**config.mk**
```make
export PLATFORM = sky130hd
export DESIGN_NAME = i2c_master_scheduler
export DESIGN_NICKNAME = d
export VERILOG_FILES = /design/src/rtl/i2c_pkg.sv /design/src/rtl/rr_arbiter.sv /design/src/rtl/i2c_master_scheduler.sv
export SDC_FILE = /design/constraint.sdc
export NUM_CORES = 1
export LEC_CHECK = 0
export CORE_ASPECT_RATIO = 1.4
export CORE_MARGIN = 3
export CORE_UTILIZATION = 45
export CTS_CLUSTER_SIZE = 30
export DETAILED_ROUTE_END_ITERATION = 8
export PLACE_DENSITY_LB_ADDON = 0.15
export SYNTH_ARGS = -nofsm -noshare
export SYNTH_HDL_FRONTEND = slang
export SYNTH_SLANG_ARGS = --single-unit
```
**constraint.sdc**
```tcl
create_clock -name clk -period 3.7 [get_ports clk]
set_input_delay 1.11 -clock clk [delete_from_list [all_inputs] [get_ports clk]]
set_output_delay 1.11 -clock clk [all_outputs]
set_load 0.02 [all_outputs]
```
**src/rtl/i2c_pkg.sv**
```systemverilog
// Shared definitions for the I2C master scheduler: FSM state encoding and
// transaction result codes, used by the scheduler RTL and its bench.
package i2c_pkg;

    typedef enum logic [2:0] {
        S_IDLE  = 3'd0,
        S_ARB   = 3'd1,
        S_ISSUE = 3'd2,
        S_WAIT  = 3'd3,
        S_RESP  = 3'd4
    } state_e;

    localparam logic [1:0] ST_OK      = 2'b00;
    localparam logic [1:0] ST_NACK    = 2'b01;
    localparam logic [1:0] ST_TIMEOUT = 2'b10;

endpackage

```
**src/rtl/rr_arbiter.sv**
```systemverilog
// Combinational round-robin pick: searches upward from last_owner+1 (mod N)
// and returns the first active requester as one-hot grant plus index.
module rr_arbiter #(
    parameter int N  = 4,
    parameter int IW = (N > 1) ? $clog2(N) : 1
) (
    input  logic [N-1:0]  req_i,
    input  logic [IW-1:0] last_owner_i,
    output logic [N-1:0]  grant_o,
    output logic [IW-1:0] index_o
);

    always_comb begin
        int cand;
        grant_o = '0;
        index_o = '0;
        cand    = 0;
        // Walk offsets from farthest to nearest so the nearest hit overwrites.
        for (int off = N; off >= 1; off--) begin
            cand = int'(last_owner_i) + off;
            if (cand >= N) cand = cand - N;
            if (req_i[cand[IW-1:0]]) begin
                grant_o                 = '0;
                grant_o[cand[IW-1:0]]   = 1'b1;
                index_o                 = cand[IW-1:0];
            end
        end
    end

endmodule

```
**src/rtl/i2c_master_scheduler.sv**
```systemverilog
// Shares one I2C master among NUM_REQ requesters: round-robin arbitration,
// one-cycle start strobe, per-transaction timeout and result reporting.
//
// state   | meaning
// IDLE    | no owner; wait for any req with master not busy
// ARB     | pick requester, latch its command, assert grant
// ISSUE   | m_enable high for this one cycle, timeout counter cleared
// WAIT    | count cycles until m_done or timeout
// RESP    | done[owner] high, status/rdata valid, grant drops after
module i2c_master_scheduler
    import i2c_pkg::*;
#(
    parameter int NUM_REQ     = 4,
    parameter int TIMEOUT_CYC = 4096
) (
    input  logic                   clk,
    input  logic                   rst,
    input  logic [NUM_REQ-1:0]     req,
    input  logic [7*NUM_REQ-1:0]   req_addr,
    input  logic [NUM_REQ-1:0]     req_rw,
    input  logic [8*NUM_REQ-1:0]   req_wdata,
    output logic [NUM_REQ-1:0]     grant,
    output logic [NUM_REQ-1:0]     done,
    output logic [1:0]             status,
    output logic [7:0]             rdata,
    output logic                   m_enable,
    output logic [6:0]             m_address,
    output logic                   m_rw,
    output logic [7:0]             m_data_in,
    input  logic                   m_busy,
    input  logic                   m_done,
    input  logic                   m_nack,
    input  logic [7:0]             m_rdata
);

    localparam int IW = $clog2(NUM_REQ);
    localparam int CW = (TIMEOUT_CYC > 1) ? $clog2(TIMEOUT_CYC) : 1;
    localparam logic [CW-1:0] TO_LAST    = CW'(TIMEOUT_CYC - 1);
    localparam logic [IW-1:0] OWNER_INIT = IW'(NUM_REQ - 1);

    state_e               state_q;
    logic [NUM_REQ-1:0]   grant_q;
    logic [NUM_REQ-1:0]   done_q;
    logic [IW-1:0]        owner_q;
    logic [IW-1:0]        last_owner_q;
    logic [CW-1:0]        tmo_cnt_q;
    logic [1:0]           status_q;
    logic [7:0]           rdata_q;
    logic                 m_enable_q;
    logic [6:0]           m_address_q;
    logic                 m_rw_q;
    logic [7:0]           m_data_in_q;

    logic [NUM_REQ-1:0]   arb_grant;
    logic [IW-1:0]        arb_index;
    logic [6:0]           sel_addr;
    logic                 sel_rw;
    logic [7:0]           sel_wdata;

    rr_arbiter #(
        .N  (NUM_REQ),
        .IW (IW)
    ) u_arb (
        .req_i        (req),
        .last_owner_i (last_owner_q),
        .grant_o      (arb_grant),
        .index_o      (arb_index)
    );

    always_comb begin
        sel_addr  = '0;
        sel_rw    = 1'b0;
        sel_wdata = '0;
        for (int i = 0; i < NUM_REQ; i++) begin
            if (arb_index == IW'(i)) begin
                sel_addr  = req_addr[7*i +: 7];
                sel_rw    = req_rw[i];
                sel_wdata = req_wdata[8*i +: 8];
            end
        end
    end

    always_ff @(posedge clk or negedge rst) begin
        if (!rst) begin
            state_q      <= S_IDLE;
            grant_q      <= '0;
            done_q       <= '0;
            owner_q      <= '0;
            last_owner_q <= OWNER_INIT;
            tmo_cnt_q    <= '0;
            status_q     <= ST_OK;
            rdata_q      <= '0;
            m_enable_q   <= 1'b0;
            m_address_q  <= '0;
            m_rw_q       <= 1'b0;
            m_data_in_q  <= '0;
        end else begin
            done_q     <= '0;
            m_enable_q <= 1'b0;
            case (state_q)
                S_IDLE: begin
                    if (|req && !m_busy) state_q <= S_ARB;
                end
                S_ARB: begin
                    // A request withdrawn before arbitration simply returns to idle.
                    if (|arb_grant) begin
                        grant_q     <= arb_grant;
                        owner_q     <= arb_index;
                        m_address_q <= sel_addr;
                        m_rw_q      <= sel_rw;
                        m_data_in_q <= sel_wdata;
                        m_enable_q  <= 1'b1;
                        state_q     <= S_ISSUE;
                    end else begin
                        state_q <= S_IDLE;
                    end
                end
                S_ISSUE: begin
                    tmo_cnt_q <= '0;
                    state_q   <= S_WAIT;
                end
                S_WAIT: begin
                    if (m_done) begin
                        status_q <= m_nack ? ST_NACK : ST_OK;
                        rdata_q  <= m_rdata;
                        done_q   <= grant_q;
                        state_q  <= S_RESP;
                    end else if (tmo_cnt_q == TO_LAST) begin
                        status_q <= ST_TIMEOUT;
                        done_q   <= grant_q;
                        state_q  <= S_RESP;
                    end else begin
                        tmo_cnt_q <= tmo_cnt_q + 1'b1;
                    end
                end
                S_RESP: begin
                    last_owner_q <= owner_q;
                    grant_q      <= '0;
                    state_q      <= S_IDLE;
                end
                default: state_q <= S_IDLE;
            endcase
        end
    end

    assign grant     = grant_q;
    assign done      = done_q;
    assign status    = status_q;
    assign rdata     = rdata_q;
    assign m_enable  = m_enable_q;
    assign m_address = m_address_q;
    assign m_rw      = m_rw_q;
    assign m_data_in = m_data_in_q;

endmodule

```
==> summary.md <==
| Metric | Value |
|---|---|
| Synth Flop Type | `dfrtp_1` |
| Post-detail-place hpwl | `6040 um` |
| DRT Pass-1 Iters | `4` |
| Hold crit path type | `reg2reg` |
| Core area | `6980 um^2` |
| XOR/XNOR Fraction of Synth Area | `2.15%` |
| Total number of vias | `2810` |
| Pins Over Slew Limit | `0` |
| Io pins | `116` |
| Vias in the first global route | `2814` |
| WP data required | `3.89 ns` |
| Crit path arrival time | `3.60 ns` |
| Synth warn | `0` |
| Skew-Pair Late Insertion Delay | `0.31 ns` |
| Post-synthesis cell type count | `42` |
| Critical path's top delay family | `multiplexers` |
| Leak pwr | `1.96 nW` |
| Tcrit/Tclk final | `92.0%` |
| Compound-Gate Fraction of Synth Area | `15.1%` |
| Final setup vio count | `0` |
| Max-cap violations | `0` |
| Worst slew margin | `45.8%` |
| Post-route ant nets | `0` |
| Hold Buf Count CTS | `0` |
| Buffers on Ports | `115` |
| Share of post-route cells with drive strength above 1 | `14.1%` |
| Avg Cell Area, Syn | `10.4 um^2` |
| Syn_nets | `402` |
| Remaining Overflow, GRT | `0` |
| Outcome | `complete, no violations` |
| Die X-Extent | `77.8 um` |
| Area Growth Syn to Fin | `44.4%` |
| Final setup margin | `0.295 ns` |
| Critical path's largest stage delay | `0.57 ns` |
| Placed cell area | `4590 um^2` |
| First-pass GRT wire length | `13100 um` |
| Drt via density | `5.32` |
| Total wire length | `7730 um` |
| CP bufs+invs | `2` |
| Wire length per cell | `14.6 um` |
| Critical path cell sequence | `clkdlybuf4s50_1 -> mux4_2 -> nor2b_1 -> a221oi_1 -> a21oi_1 -> a211oi_2 -> a21oi_2 -> buf_12 -> mux2_4` |
| GP Congestion | `0.829` |
| GR Util All Layers | `19.5%` |
| Ys async rst share | `100%` |
| Finished Layout Cells | `528` |
| Largest net degree at the start of global routing | `40` |
| Initial antenna violation count | `0` |
| Worst setup path class | `in2reg` |
| TritonCTS clock tree | `built` |
| # clock sinks | `54` |
| Max FO, Critical Path | `20` |
| Post-CTS Setup Bufs | `0` |
| Post-route DRC | `0` |
| Die area | `8300 um^2` |
| Post-synth EDFFs | `0` |
| Power per cell area | `815 nW/um^2` |
| Place WS | `-0.00291 ns` |
| Longest Clk Path Bufs | `2` |
| Unrepaired setup endpoints after global routing | `false` |
| Design Area, Final | `4700 um^2` |
| Synth Area in Simple Gates | `14.5%` |
| Main combinational cell family by area after synthesis | `multiplexers` |
| Element type at the critical path start | `primary input` |
| Sequential fraction of the synthesis area | `41.6%` |
| Cell Rows | `36` |
| Worst-margin pin slew | `0.813 ns` |
| Clock Tree Root | `clkbuf_8` |
| Clk slew on worst S/H paths | `0.10 ns` |
| H-tree depth | `2` |
| Synth top area share | `40.0%` |
| Initial DRC count | `168` |
| Peak supply drop | `0.414 mV` |
| Hold slack | `0.491 ns` |
| Placed cell count | `520` |
| Skew final | `0.0157 ns` |
| Synth Area in Adders | `3.08%` |
| Crit. End Element | `flip-flop` |
| Mapped Cells | `313` |
| Top cells by area, synth | `dfrtp_1, mux2_4, mux2i_1` |
| Fmax | `0.294 GHz` |
| Commonest cells post-synth | `dfrtp_1, nand2_1, nor2b_1, a21oi_1, mux2i_1` |
| Starting Density | `46.6%` |
| Fin crit period | `3.40 ns` |
| #FFs+latches synth | `54` |
| Post-synthesis mux area share | `20.0%` |
| Die height | `107 um` |
| Post-CTS Resized | `0` |
| Worst path slowest cell | `mux4_2` |
| Ant. Diodes | `0` |
| Post-Syn Area | `3250 um^2` |
| Layout net count | `521` |
| Most frequent cell after synthesis | `dfrtp_1` |
| CTS buffer count | `5` |
| Final Hold Fails | `0` |
| Largest area contributor in the netlist | `dfrtp_1` |
## kinds of logic (layout without fill, tap and decap cells)
family / count (synthesis) / after routing
buf+inv: 24 / 144
xor+xnor: 8 / 8
mux: 51 / 51
fa+ha+maj: 8 / 8
compound gates: 77 / 77
flops: 54 / 54
simple gates: 91 / 91
## cells in the final DEF, fill, tap and decap left out, drive strengths merged, types with 3 or more instances in the layout
| cell | netlist | final |
|---|---|---|
| nand2 | 24 | 24 |
| nand4 | 8 | 8 |
| clkbuf | 11 | 7 |
| a211oi | 17 | 17 |
| dfrtp | 52 | 52 |
| mux2i | 20 | 20 |
| buf | 8 | 17 |
| ha | 8 | 8 |
| a21oi | 22 | 22 |
| o21ai | 19 | 19 |
| a221oi | 3 | 3 |
| nor2 | 15 | 15 |
| nor2b | 22 | 22 |
| nand3 | 5 | 5 |
| nand2b | 3 | 3 |
| inv | 5 | 5 |
| clkdlybuf4s50 | 0 | 114 |
| mux4 | 3 | 3 |
| xor2 | 8 | 8 |
| mux2 | 28 | 28 |
| and2 | 5 | 5 |
## through the flow
| stage | TNS, ns | util, % | power (mW) |
|---|---|---|---|
| 2_1_floorplan | 0 | - | 2.63 |
| 3_5_place_dp | -0.00291 | 65.8 | 3.49 |
| 3_3_place_gp | 0 | 65.8 | 3.44 |
| 4_1_cts | 0 | 67.3 | 3.87 |
| 6_report | 0 | 67.3 | 3.83 |
| 5_1_grt | 0 | 67.3 | 4.12 |
## worst reg2reg max path, stage by stage, from the launching register on
cell and delay (ns):
dfstp_2 0.54, inv_1 0.09, ha_1 0.45, mux4_2 0.52, nor2b_1 0.16, a221oi_1 0.28, a21oi_1 0.15, a211oi_2 0.28
a21oi_2 0.12, buf_12 0.18, mux2_4 0.31
## final timing paths
| kind | end | cells after the start | startpoint | slack [ns] |
|---|---|---|---|---|
| worst min register to register | tmo_cnt_q[11] | 1 | tmo_cnt_q[11] | 0.49 |
| worst max-delay path | owner_q[1] | 9 | req[0] | 0.30 |
| worst min-delay path | tmo_cnt_q[11] | 1 | tmo_cnt_q[11] | 0.49 |
| max in group asynchronous | rdata[4] | 2 | rst | 2.07 |
| worst max register to register | owner_q[1] | 10 | last_owner_q[1] | 0.50 |
| min in group asynchronous | state_q[0] | 1 | rst | 0.89 |
## power breakdown
part | internal [mW] | switching, mW | total [mW]
logic | 1.27 | 1.19 | 2.46
clock network | 0.172 | 0.192 | 0.364
registers | 0.828 | 0.174 | 1.00
## state kept, by name (all words and copies together) (netlist names), 3 cells and up
| signal | flops |
|---|---|
| state_q | 3 |
| tmo_cnt_q | 12 |
| m_data_in | 8 |
| grant | 4 |
| m_address | 7 |
| rdata | 8 |
| done | 4 |
## per-layer routing
| metal | global-route usage (%) | part of all wire, % | vias up |
|---|---|---|---|
| met4 | 6.62 | 2.0 | 0 |
| met3 | 4.71 | 6.3 | 14 |
| li1 | - | - | 1366 |
| met5 | 0 | 0 | - |
| met1 | 24.1 | 40 | 1338 |
| met2 | 33.1 | 52 | 92 |
## area by class of cell
class | count | area [um^2]
clock buffer | 7 | 96.3
inverter | 5 | 18.8
multi-input combinational | 235 | 1800
sequential | 54 | 1350
timing repair buffer | 131 | 1300
clock inverter | 1 | 8.76
fill | 559 | 2280
tap | 95 | 119
No activity file was read; power rests on OpenSTA's default activity.
